<file path="src/rtl/myriadrf_rx_if_pkg.sv">
// Shared constants, pair-state encoding and packing helper for the MyriadRF receive interface.
package myriadrf_rx_if_pkg;

  localparam int MYRIADRF_DW = 12;
  localparam int MYRIADRF_SW = 24;

  localparam logic IQSEL_I = 1'b0;
  localparam logic IQSEL_Q = 1'b1;

  typedef enum logic {
    WAIT_I = 1'b0,
    HAVE_I = 1'b1
  } pair_state_t;

  function automatic logic [MYRIADRF_SW-1:0] pack_iq(input logic [MYRIADRF_DW-1:0] i_word,
                                                     input logic [MYRIADRF_DW-1:0] q_word);
    return {i_word, q_word};
  endfunction

endpackage

</file>
<file path="src/rtl/myriadrf_rx_fifo.sv">
// Synchronous show-ahead sample FIFO; head entry is always visible on pop_data.
module myriadrf_rx_fifo #(
  parameter int DW = 24,
  parameter int AW = 2
) (
  input  logic          clk,
  input  logic          rst,
  input  logic          push,
  input  logic [DW-1:0] push_data,
  output logic          full,
  input  logic          pop,
  output logic [DW-1:0] pop_data,
  output logic          empty,
  output logic [AW:0]   count
);

  localparam int          DEPTH   = 2 ** AW;
  localparam logic [AW:0] DEPTH_C = (AW + 1)'(DEPTH);

  logic [DW-1:0] mem [DEPTH];
  logic [AW-1:0] wr_ptr;
  logic [AW-1:0] rd_ptr;
  logic          wr_en;
  logic          rd_en;

  assign full  = (count == DEPTH_C);
  assign empty = (count == '0);

  // A push into a full FIFO is still taken when the head leaves in the same cycle.
  assign wr_en = push && (!full || pop);
  assign rd_en = pop && !empty;

  assign pop_data = mem[rd_ptr];

  always_ff @(posedge clk) begin
    if (rst) begin
      wr_ptr <= '0;
      rd_ptr <= '0;
      count  <= '0;
      for (int i = 0; i < DEPTH; i++) begin
        mem[i] <= '0;
      end
    end else begin
      if (wr_en) begin
        mem[wr_ptr] <= push_data;
        wr_ptr      <= wr_ptr + 1'b1;
      end
      if (rd_en) begin
        rd_ptr <= rd_ptr + 1'b1;
      end
      case ({wr_en, rd_en})
        2'b10:   count <= count + 1'b1;
        2'b01:   count <= count - 1'b1;
        default: count <= count;
      endcase
    end
  end

endmodule

</file>
<file path="src/rtl/myriadrf_rx_if.sv">
// MyriadRF receive interface: captures interleaved I/Q words, pairs them into 24-bit samples,
// buffers them and streams them out with valid/ready, flagging misalignment and overflow.
module myriadrf_rx_if
  import myriadrf_rx_if_pkg::*;
#(
  parameter int FIFO_AW = 2,
  parameter int CNT_W   = 16
) (
  input  logic                   clk,
  input  logic                   rst,
  input  logic                   en_i,
  input  logic                   clr_i,
  input  logic [MYRIADRF_DW-1:0] rxd,
  input  logic                   rxiqsel,
  output logic [MYRIADRF_SW-1:0] m_data_o,
  output logic                   m_valid_o,
  input  logic                   m_ready_i,
  output logic                   overflow_o,
  output logic [CNT_W-1:0]       ovf_cnt_o,
  output logic                   align_err_o
);

  function automatic logic [CNT_W-1:0] sat_inc(input logic [CNT_W-1:0] v);
    return (&v) ? v : v + 1'b1;
  endfunction

  logic [MYRIADRF_DW-1:0] rxd_p0;
  logic                   iqsel_p0;
  logic                   en_p0;

  pair_state_t            state_p1;
  logic [MYRIADRF_DW-1:0] i_hold_p1;

  logic                   push;
  logic [MYRIADRF_SW-1:0] push_data;
  logic                   pop;
  logic                   drop;
  logic                   align_evt;
  logic                   fifo_full;
  logic                   fifo_empty;
  logic [FIFO_AW:0]       fifo_count;

  // Stage 0: pins registered with no logic in front of them
  always_ff @(posedge clk) begin
    if (rst) begin
      rxd_p0   <= '0;
      iqsel_p0 <= IQSEL_I;
      en_p0    <= 1'b0;
    end else begin
      rxd_p0   <= rxd;
      iqsel_p0 <= rxiqsel;
      en_p0    <= en_i;
    end
  end

  // Stage 1: pair the registered words; a Q completing a held I writes the FIFO this edge
  assign push      = en_p0 && (state_p1 == HAVE_I) && (iqsel_p0 == IQSEL_Q);
  assign align_evt = en_p0 && (state_p1 == HAVE_I) && (iqsel_p0 == IQSEL_I);
  assign push_data = pack_iq(i_hold_p1, rxd_p0);

  always_ff @(posedge clk) begin
    if (rst) begin
      state_p1  <= WAIT_I;
      i_hold_p1 <= '0;
    end else if (!en_p0) begin
      state_p1  <= WAIT_I;
      i_hold_p1 <= '0;
    end else begin
      case (state_p1)
        WAIT_I: begin
          if (iqsel_p0 == IQSEL_I) begin
            i_hold_p1 <= rxd_p0;
            state_p1  <= HAVE_I;
          end
        end
        HAVE_I: begin
          if (iqsel_p0 == IQSEL_Q) begin
            state_p1 <= WAIT_I;
          end else begin
            i_hold_p1 <= rxd_p0;
          end
        end
        default: state_p1 <= WAIT_I;
      endcase
    end
  end

  assign pop       = m_ready_i && (fifo_count != '0);
  assign m_valid_o = !fifo_empty;
  assign drop      = push && fifo_full && !pop;

  myriadrf_rx_fifo #(
    .DW(MYRIADRF_SW),
    .AW(FIFO_AW)
  ) u_fifo (
    .clk      (clk),
    .rst      (rst),
    .push     (push),
    .push_data(push_data),
    .full     (fifo_full),
    .pop      (pop),
    .pop_data (m_data_o),
    .empty    (fifo_empty),
    .count    (fifo_count)
  );

  // Status: a new event in the same cycle as clr_i takes precedence over the clear
  always_ff @(posedge clk) begin
    if (rst) begin
      overflow_o  <= 1'b0;
      ovf_cnt_o   <= '0;
      align_err_o <= 1'b0;
    end else begin
      if (drop) begin
        overflow_o <= 1'b1;
      end else if (clr_i) begin
        overflow_o <= 1'b0;
      end

      if (clr_i) begin
        ovf_cnt_o <= drop ? CNT_W'(1) : '0;
      end else if (drop) begin
        ovf_cnt_o <= sat_inc(ovf_cnt_o);
      end

      if (align_evt) begin
        align_err_o <= 1'b1;
      end else if (clr_i) begin
        align_err_o <= 1'b0;
      end
    end
  end

endmodule

</file>
<file path="config.mk">
export PLATFORM = sky130hd
export DESIGN_NAME = myriadrf_rx_if
export DESIGN_NICKNAME = d
export VERILOG_FILES = /design/src/rtl/myriadrf_rx_if_pkg.sv /design/src/rtl/myriadrf_rx_fifo.sv /design/src/rtl/myriadrf_rx_if.sv
export SDC_FILE = /design/constraint.sdc
export NUM_CORES = 1
export LEC_CHECK = 0
export ABC_CLOCK_PERIOD_IN_PS = 3500
export CAP_MARGIN = 5
export CELL_PAD_IN_SITES_DETAIL_PLACEMENT = 1
export CELL_PAD_IN_SITES_GLOBAL_PLACEMENT = 1
export CORE_AREA = 2 2 85 169
export CTS_CLUSTER_SIZE = 25
export DETAILED_ROUTE_END_ITERATION = 7
export DIE_AREA = 0 0 87 171
export GPL_TIMING_DRIVEN = 0
export PLACE_DENSITY = 0.9
export SLEW_MARGIN = 25
export SYNTH_ARGS = -nofsm -noshare
export SYNTH_HDL_FRONTEND = slang
export SYNTH_SLANG_ARGS = --single-unit
</file>
<file path="constraint.sdc">
create_clock -name clk -period 3.5 [get_ports clk]
set_clock_uncertainty 0.2 [all_clocks]
set_input_delay 0.7 -clock clk [delete_from_list [all_inputs] [get_ports clk]]
set_output_delay 0.7 -clock clk [all_outputs]
set_load 0.01 [all_outputs]
</file>
# Yosys cells after proc, flatten, opt, wreduce, memory -nomap -nowiden
# Memories as Yosys holds them, arrays and structs flattened. A register that Yosys moved wholly into a read port is not among the register bits.
# Cells that the tools add are included.
[totals] regBits=52 ram_bits=96 input_bits=18 output_inout_bits=43 mem_count=1
[mem_list] name="u_fifo.mem" words=4 word_bits=24 rd=1 rd_clocked_by_memory_dff=1 write_ports=4 line_no="myriadrf_rx_fifo.sv:20" text="logic [DW-1:0] mem [DEPTH];"
[op_classes] n_addsub=5 n_eq_ne=4 n_mux=20 bitwise=2 n_reduce_logical=21
[op_table] cell="$mux 16" n=3
[op_table] cell="$mux 24" n=1
[op_table] cell="$reduce_or 24->1" n=1
[op_table] cell="$add 16x1->16 const B" n=1
[op_table] cell="$reduce_and 16->1" n=1
[op_table] cell="$mux 12" n=1
[op_table] cell="$mux 1" n=11
[op_table] cell="$logic_and 1x1->1" n=8
[op_table] cell="$mux 2" n=3
[op_table] cell="$pmux 3 s2" n=1
[op_table] cell="$reduce_bool 2->1" n=3
[op_table] cell="$add 2x1->2 const B" n=2
[op_table] cell="$add 3x1->3 const B" n=1
[op_table] cell="$eq 3x3->1 const B" n=1
[op_table] cell="$logic_not 1->1" n=3
[op_table] cell="$logic_not 3->1" n=1
[op_table] cell="$reduce_bool 3->1" n=1
[op_table] cell="$sub 3x1->3 const B" n=1
[op_table] cell="$eq 2x1->1 const B" n=1
[op_table] cell="$eq 2x2->1 const B" n=1
[op_table] cell="$ne 2x2->1 const B" n=1
[op_table] cell="$not 1->1" n=2
[op_table] cell="$reduce_and 2->1" n=1
[op_table] cell="$reduce_or 2->1" n=1
[op_table] cell="$logic_or 1x1->1" n=1

# Depth between registers and ports, before layout
# Gate-level depths: netlist of run 1.
[logic_depth] word_depth=9 mapped_depth=10 ltp_nobuf=9

# Modules after synthesis
# A second synthesis of run 1 with hierarchy kept.
[unflattened] hier_cells=462 area_unflattened_um2=6344.8
[by_module_without_submodules] mod="myriadrf_rx_fifo" instances=1 cells_each=285 area_each_um2=4571.9 seq_area_each_um2=3062.9
[by_module_without_submodules] mod="myriadrf_rx_if" instances=1 cells_each=177 area_each_um2=1773.0 seq_area_each_um2=900.9

# Worst setup path after synthesis of run 1
# No wires, ideal clock.
[synth_timing] kind="input-to-reg" start="in m_ready_i" end="reg u_fifo.count[2]" t_arrival_ns=2.713 path_slack_ns=0.516 path_stages=9 path_buffers=0 path_cell_list="nor4b_1 -> nor2_1 -> inv_1 -> ha_1 -> inv_1 -> fa_1 -> xor2_1 -> or3_1 -> a21oi_1"
[synth_between] elab_chain_len=5 word_cells_on_any_way=8 classes_between="eq/ne: 2; mux: 1; reduce/logical: 5"
[synth_lines] element="start, declared" line_no="myriadrf_rx_if.sv:17" text="input logic m_ready_i,"
[synth_lines] element="$logic_and 1x1->1 *" line_no="myriadrf_rx_if.sv:88" text="assign pop = m_ready_i && (fifo_count != '0);"
[synth_lines] element="$logic_or 1x1->1" line_no="myriadrf_rx_fifo.sv:30" text="assign wr_en = push && (!full || pop);"
[synth_lines] element="$logic_and 1x1->1" line_no="myriadrf_rx_fifo.sv:30"
[synth_lines] element="$eq 2x1->1 or $eq 2x2->1 (tied branches)" line_no="myriadrf_rx_fifo.sv:51" text="case ({wr_en, rd_en})"
[synth_lines] element="$pmux 3 s2 or $reduce_bool 2->1 (tied branches)"
[synth_lines] element="end signal, assigned" line_no="myriadrf_rx_fifo.sv:52" text="2'b10: count <= count + 1'b1;"
[synth_lines] element="end signal, assigned" line_no="myriadrf_rx_fifo.sv:53" text="2'b01: count <= count - 1'b1;"
[synth_lines] element="end signal, assigned" line_no="myriadrf_rx_fifo.sv:54" text="default: count <= count;"
[synth_lines] element="end, declared" line_no="myriadrf_rx_fifo.sv:14" text="output logic [AW:0] count"
# Every way passes the cells marked *; elsewhere a longest branch is shown, timed or not.
# A chain may end at the register's enable or synchronous reset.

==> impl_metrics.csv, run 1 <==
group,metric,value,unit
setup_path,path_class,"reg2out",
clock_network,htreeDepth,4,
timing,maxSlewViolCount,0,
layout,final_core_util,56.9,%
setup_path,cp_max_fo,10,
floorplanning,row_count,61,
clock_network,clk_latency,0.41,ns
setup_path,r2r_slack,0.30,ns
detailed_routing,drt-initial-drc-count,205,
clock_network,cts_tree,"built",
detailed_routing,routedWlPerCell,20.8,µm
layout,syn_to_final_growth,23.1,%
clock_network,cts_buffers,17,
timing,worst_slew_pin_slew,0.826,ns
power_and_ir_drop,p_switching,791,µW
power_and_ir_drop,ir_drop,0.000340,V
grt,grt_overflow,0,
setup_path,required,2.60,ns
placement,placedInstanceArea,0.00714,mm²
clock_network,max-clock-path-buffers,2,
outcome,outcome,"finished clean",
timing,timing.hold.ws,0.294,ns
setup_path,endpoint_kind,"primary output",
grt,grt.total_usage,21.3,%
timing,finalCriticalPeriod,3.37,ns
timing,tns,0,ns
hold_path,whs_path_depth,2,
grt,grt_max_degree,25,
timing,finalCritPeriodShare,96.4,%
timing,clock.fmax,296,MHz
synth,synth-main-ff-cell,"edfxtp_1",
hold_path,holdPathEnd,"ovf_cnt_o[5]",
timing,rsz0062_at_grt,"false",
floorplanning,dieWidth,87,µm
detailed_routing,drc,0,
hold_path,hold_path_startpoint,"ovf_cnt_o[5]",
floorplanning,die_area,0.0149,mm²
synth,avgSynthCellArea,13.4,µm²
clock_network,cts_setup_buffers,0,
synth,async_flop_share,0,%
layout,drive_gt1_share,12.1,%
run,max_cap_violations,0,
synth,synthesis.nets,491,
synth,syn_inst,470,
floorplanning,io_pins,61,
synth,yosysWarnings,0,
layout,n_antenna_cell,0,
timing,finalHoldViolations,0,
synth,yosysSeqAreaShare,62.7,%
detailed_routing,vias,4046,
placement,io_buffers,58,
detailed_routing,dr.pass1.iters,4,
power_and_ir_drop,switching_share,20.0,%
setup_path,reg2reg_to,"u_fifo.mem[1][3]",
power_and_ir_drop,clock_power_share,46.8,%
setup_path,startpoint_type,"flip-flop",
grt,grt_pass1_wl,23500,µm
placement,dp_hpwl,9620,µm
clock_network,clk_pin_slew,0.06,ns
synth,yosysUniqueCellTypes,46,
setup_path,r2r_start,"iqsel_p0",
grt,antenna_found_initial,0,
detailed_routing,vias_per_cell,5.64,
synth,ys_ff_latch,150,
setup_path,r2r_cells,6,
floorplanning,initial_core_util,46.2,%
layout,fillers,1330,
power_and_ir_drop,seqPwrFrac,49.4,%
synth,synth-edff-count,96,
timing,max-slew-margin-rel,44.9,%
timing,finalSetupViolations,0,
detailed_routing,ant_nets,0,
layout,stdcell_count,717,
detailed_routing,routed_wl,14900,µm
clock_network,cts.root.buffer_cell,"clkbuf_16",
setup_path,arrival,2.47,ns
power_and_ir_drop,power_density,508,mW/mm²
power_and_ir_drop,intPower,3160,µW
placement,dp.cells,686,
floorplanning,die_y,171,µm
placement,place_congestion,0.768,
hold_path,hold_class,"reg2reg",
layout,nNetsFinal,568,
layout,mostFrequentLayoutCells,"98 x and2_1, 96 x edfxtp_1, 58 x clkdlybuf4s50_1, 54 x dfxtp_1, 27 x nor2_1",
power_and_ir_drop,power.leakage,0.00276,µW
synth,synth_area,0.00632,mm²
floorplanning,core,0.0137,mm²
layout,finish.instance_area,0.00778,mm²
grt,grt_pass1_vias,4444,
layout,layout_commonest_cell,"and2_1",
power_and_ir_drop,power_frac_comb,3.7,%
clock_network,cts.sinks,150,
[state kept, by name, summed over array words and instances, names as in the netlist, 2 cells and up, named ones only]
signal,cells
u_fifo.mem,96
i_hold_p1,12
u_fifo.wr_ptr,2
u_fifo.count,3
rxd_p0,12
ovf_cnt_o,16
u_fifo.rd_ptr,2
[worst max-delay path, stage by stage (launching register included)]
cell             delay [ns]
dfxtp_1                0.30
buf_1                  0.29
clkbuf_1               0.53
mux4_2                 0.43
clkdlybuf4s50_1        0.50
[metal layers]
metal  part of all wire [%]  vias to the layer above  track usage, %
li1                       -                     1864               -
met1                     39                     2067            24.4
met2                     56                      100            38.6
met3                    3.9                       15            4.63
met4                    1.4                        0            6.73
met5                      0                        -               0
[layout make-up]
class	instances	area [µm²]	share of cell area (%)
Sequential cell	150	3960	51.0
Timing Repair Buffer	59	608	7.82
Clock buffer	26	553	7.11
Multi-Input combinational cell	285	2260	29.0
Buffer	27	111	1.43
Clock inverter	6	60.1	0.772
Inverter	7	26.3	0.338
Tap cell	157	196	2.53
[power by group through the flow]
| stage | logic (µW) | registers, µW | clock network [µW] |
|---|---|---|---|
| 3_5_place_dp | 148 | 1990 | 0 |
| 3_3_place_gp | 139 | 1990 | 0 |
| 4_1_cts | 151 | 1950 | 1870 |
| 6_report | 148 | 1950 | 1850 |
| 2_1_floorplan | 75.8 | 1980 | 0 |
| 5_1_grt | 159 | 1960 | 1930 |
[timing repair]
| action | 4_1_cts | 5_1_grt |
|---|---|---|
| gates resized for setup | 12 | 3 |
| hold buffers | 0 | 0 |
| setup endpoints to repair | 45 | 44 |
[synth_stat cells, types with 3 or more instances]
cell type | instances | area, µm²
and4_1 | 4 | 35.0
buf_1 | 5 | 18.8
mux2i_1 | 17 | 170
or4_1 | 4 | 30.0
nor2b_1 | 15 | 93.8
and2_1 | 98 | 613
o31ai_1 | 5 | 37.5
dfxtp_1 | 54 | 1080
mux4_2 | 24 | 541
a31oi_1 | 3 | 18.8
or3_1 | 7 | 43.8
clkbuf_1 | 22 | 82.6
nand3_1 | 9 | 45.0
nand2b_1 | 3 | 18.8
nand4_1 | 4 | 25.0
nor2_1 | 27 | 101
a21oi_1 | 12 | 60.1
nand2_1 | 14 | 52.6
inv_1 | 7 | 26.3
and3_1 | 4 | 25.0
edfxtp_1 | 96 | 2880
xor2_1 | 4 | 35.0
[logic make-up after synthesis]
kind of cell | after synthesis | synth area share [%]
AOI/OAI and AO/OA | 34 | 3.70
xor gates and xnor gates | 6 | 0.832
adders and majority gates | 3 | 0.713
buffers and inverters | 35 | 2.10
DFF | 150 | 62.7
muxes | 41 | 11.2
and+or+nand+nor | 201 | 18.7
[how the worst max path moves through the flow]
| stage | from | end |
|---|---|---|
| 2_1_floorplan | m_ready_i | u_fifo.count[2] |
| 3_3_place_gp | m_ready_i | u_fifo.mem[0][20] |
| 3_5_place_dp | m_ready_i | u_fifo.mem[0][15] |
| 4_1_cts | flip-flop | m_data_o[13] |
| 5_1_grt | flip-flop | m_data_o[11] |
| 6_report | flip-flop | m_data_o[9] |
[stage by stage]
stage,worst slack [ns],total power (µW)
6_report,0.126,3950
3_5_place_dp,-0.598,2140
2_1_floorplan,0.516,2050
4_1_cts,0.0247,3970
5_1_grt,0.0216,4050
3_3_place_gp,-0.803,2130
No activity file was read; power rests on OpenSTA's default activity.
==> inputs of run 2 (changes only) <==
Settings changed: CAP_MARGIN 5 to default.
==> results of run 2 <==
Same layout as run 1: the final DEF is identical, and so are final timing and power.
==> inputs of run 3 (changes only) <==
Settings changed: ABC_CLOCK_PERIOD_IN_PS 3500 to 4300, CORE_AREA 2 2 85 169 to 2 2 83 164, DIE_AREA 0 0 87 171 to 0 0 85 166, PLACE_DENSITY 0.9 to 0.93.
Clock period 3.5 ns to 4.3 ns, I/O delays scaled along.
==> impl_metrics.csv, run 3 (synthesized netlist as in run 1, its figures left out) <==
group,metric,value,unit
timing,worst_slew_pin_slew,1.01,ns
floorplanning,die_y,166,µm
setup_path,endpoint,"m_data_o[5]",
detailed_routing,routed_wl,15600,µm
setup_path,r2r_slack,0.60,ns
detailed_routing,vias,4102,
clock_network,clk_latency,0.42,ns
layout,drive_gt1_share,11.8,%
layout,nNetsFinal,569,
detailed_routing,routedWlPerCell,21.9,µm
floorplanning,io_pins,61,
grt,grt_overflow,0,
detailed_routing,drc,0,
floorplanning,die_area,0.0141,mm²
placement,dp.cells,681,
setup_path,reg2reg_to,"u_fifo.mem[0][20]",
setup_path,required,3.24,ns
timing,finalSetupViolations,0,
timing,rsz0062_at_grt,"false",
layout,top_register,"u_fifo.mem",
clock_network,cts_setup_buffers,0,
layout,final_core_util,60.0,%
floorplanning,core,0.0129,mm²
power_and_ir_drop,power.leakage,0.00273,µW
grt,grt.total_usage,23.3,%
timing,tns,0,ns
grt,antenna_found_initial,0,
clock_network,cts_buffers,17,
layout,n_antenna_cell,0,
grt,grt_pass1_vias,4656,
floorplanning,initial_core_util,48.9,%
layout,seq_area,0.00396,mm²
clock_network,postCtsHoldBufs,0,
layout,layout_commonest_cell,"and2_1",
detailed_routing,dr.pass1.iters,4,
timing,max-slew-margin-rel,32.7,%
placement,place_ws,-0.196,ns
setup_path,crit_cells,4,
power_and_ir_drop,ir_drop,0.000330,V
setup_path,path_class,"reg2out",
setup_path,cp_cell_sequence,"clkbuf_1, buf_1, mux4_2, clkdlybuf4s50_1",
clock_network,cts.root.buffer_cell,"clkbuf_16",
layout,largest_reg_flops,96,
setup_path,r2r_start,"iqsel_p0",
floorplanning,dieWidth,85,µm
setup_path,cp_max_fo,10,
clock_network,htreeDepth,4,
setup_path,max_stage_delay,0.71,ns
hold_path,whs_path_depth,2,
grt,grt_max_degree,25,
setup_path,endpoint_kind,"primary output",
setup_path,slowest_stage,"buf_1",
layout,mostFrequentLayoutCells,"98 x and2_1, 96 x edfxtp_1, 58 x clkdlybuf4s50_1, 54 x dfxtp_1, 27 x nor2_1",
detailed_routing,drt-initial-drc-count,190,
placement,dp_hpwl,11200,µm
timing,finalCriticalPeriod,4.03,ns
hold_path,hold_class,"reg2reg",
timing,maxSlewViolCount,0,
power_and_ir_drop,power_density,418,mW/mm²
layout,fillers,1233,
grt,grt_pass1_wl,24800,µm
timing,finalHoldViolations,0,
setup_path,r2r_cells,5,
timing,clock.fmax,248,MHz
clock_network,clk_pin_slew,0.06,ns
clock_network,max-clock-path-buffers,2,
setup_path,arrival,2.97,ns
timing,setup_slack,0.272,ns
setup_path,cp_num_buf_inv,3,
layout,stdcell_count,713,
clock_network,cts_tree,"built",
floorplanning,row_count,59,
layout,multi_input_area,0.00225,mm²
run,max_cap_violations,0,
setup_path,crit_family,"buffers and inverters",
outcome,outcome,"finished clean",
detailed_routing,vias_per_cell,5.75,
placement,io_buffers,58,
placement,place_congestion,0.851,
timing,finalCritPeriodShare,93.7,%
setup_path,startpoint_type,"flip-flop",
clock_network,cts-resized-gates,0,
layout,reg.largest.list,"u_fifo.mem: 96 flops, ovf_cnt_o: 16 flops",
detailed_routing,ant_nets,0,
clock_network,cts.sinks,150,
layout,syn_to_final_growth,22.6,%
-- run 3: cell types whose count changed in the layout (fill, tap and decap cells not counted), sizes merged --
cell      before  now
clkinvlp       2    3
clkinv         2    4
inv            8   11
bufinv         1    3
clkbuf        47   40
-- run 3: cell type report --
| cell class | count | share of cell area [%] |
|---|---|---|
| clock buffers | 18 | 5.54 |
| multi-input cells | 285 | 29.0 |
| inverters | 7 | 0.339 |
| repair buffers | 59 | 7.85 |
| flip-flops and latches | 150 | 51.2 |
| plain buffers | 28 | 1.37 |
| clock inverters | 14 | 2.24 |
| well taps | 152 | 2.45 |
-- run 3: how the worst min path moves through the flow --
stage	startpoint	endpoint	slack, ns
after floorplan	state_p1	align_err_o	0.27
after CTS	overflow_o	overflow_o	0.30
after global placement	overflow_o	overflow_o	0.27
final	overflow_o	overflow_o	0.29
after detailed placement	overflow_o	overflow_o	0.28
after global routing	overflow_o	overflow_o	0.32
-- run 3: worst reg2reg max path: stages (launching register included) --
cell      delay [ns]
dfxtp_1         0.31
clkbuf_1        0.43
nand3_1         0.27
nor3_2          0.52
nor3b_1         0.88
or2_2           0.71
-- run 3: routing by layer --
metal / up-vias / GRT usage [%] / part of all wire (%)
li1: 1872 / - / -
met1: 2072 / 22.4 / 35
met2: 119 / 44.8 / 59
met3: 39 / 4.77 / 3.1
met4: 0 / 11.9 / 3.2
met5: - / 0 / 0
-- run 3: power by group --
group          leakage [µW]  internal, µW  switching, µW
combinational       0.00102          57.9           62.2
clock              0.000285           918            607
sequential          0.00143          1570           22.1
total               0.00273          2540            692
-- run 3: per-stage QoR --
stage | hold WS, ns | total power, µW | instance area (µm²)
final | 0.295 | 3240 | 7750
after global routing | 0.316 | 3320 | 7750
after CTS | 0.298 | 3250 | 7740
after detailed placement | 0.283 | 1740 | 7140
after global placement | 0.268 | 1720 | 7090
after floorplan | 0.275 | 1670 | 6320
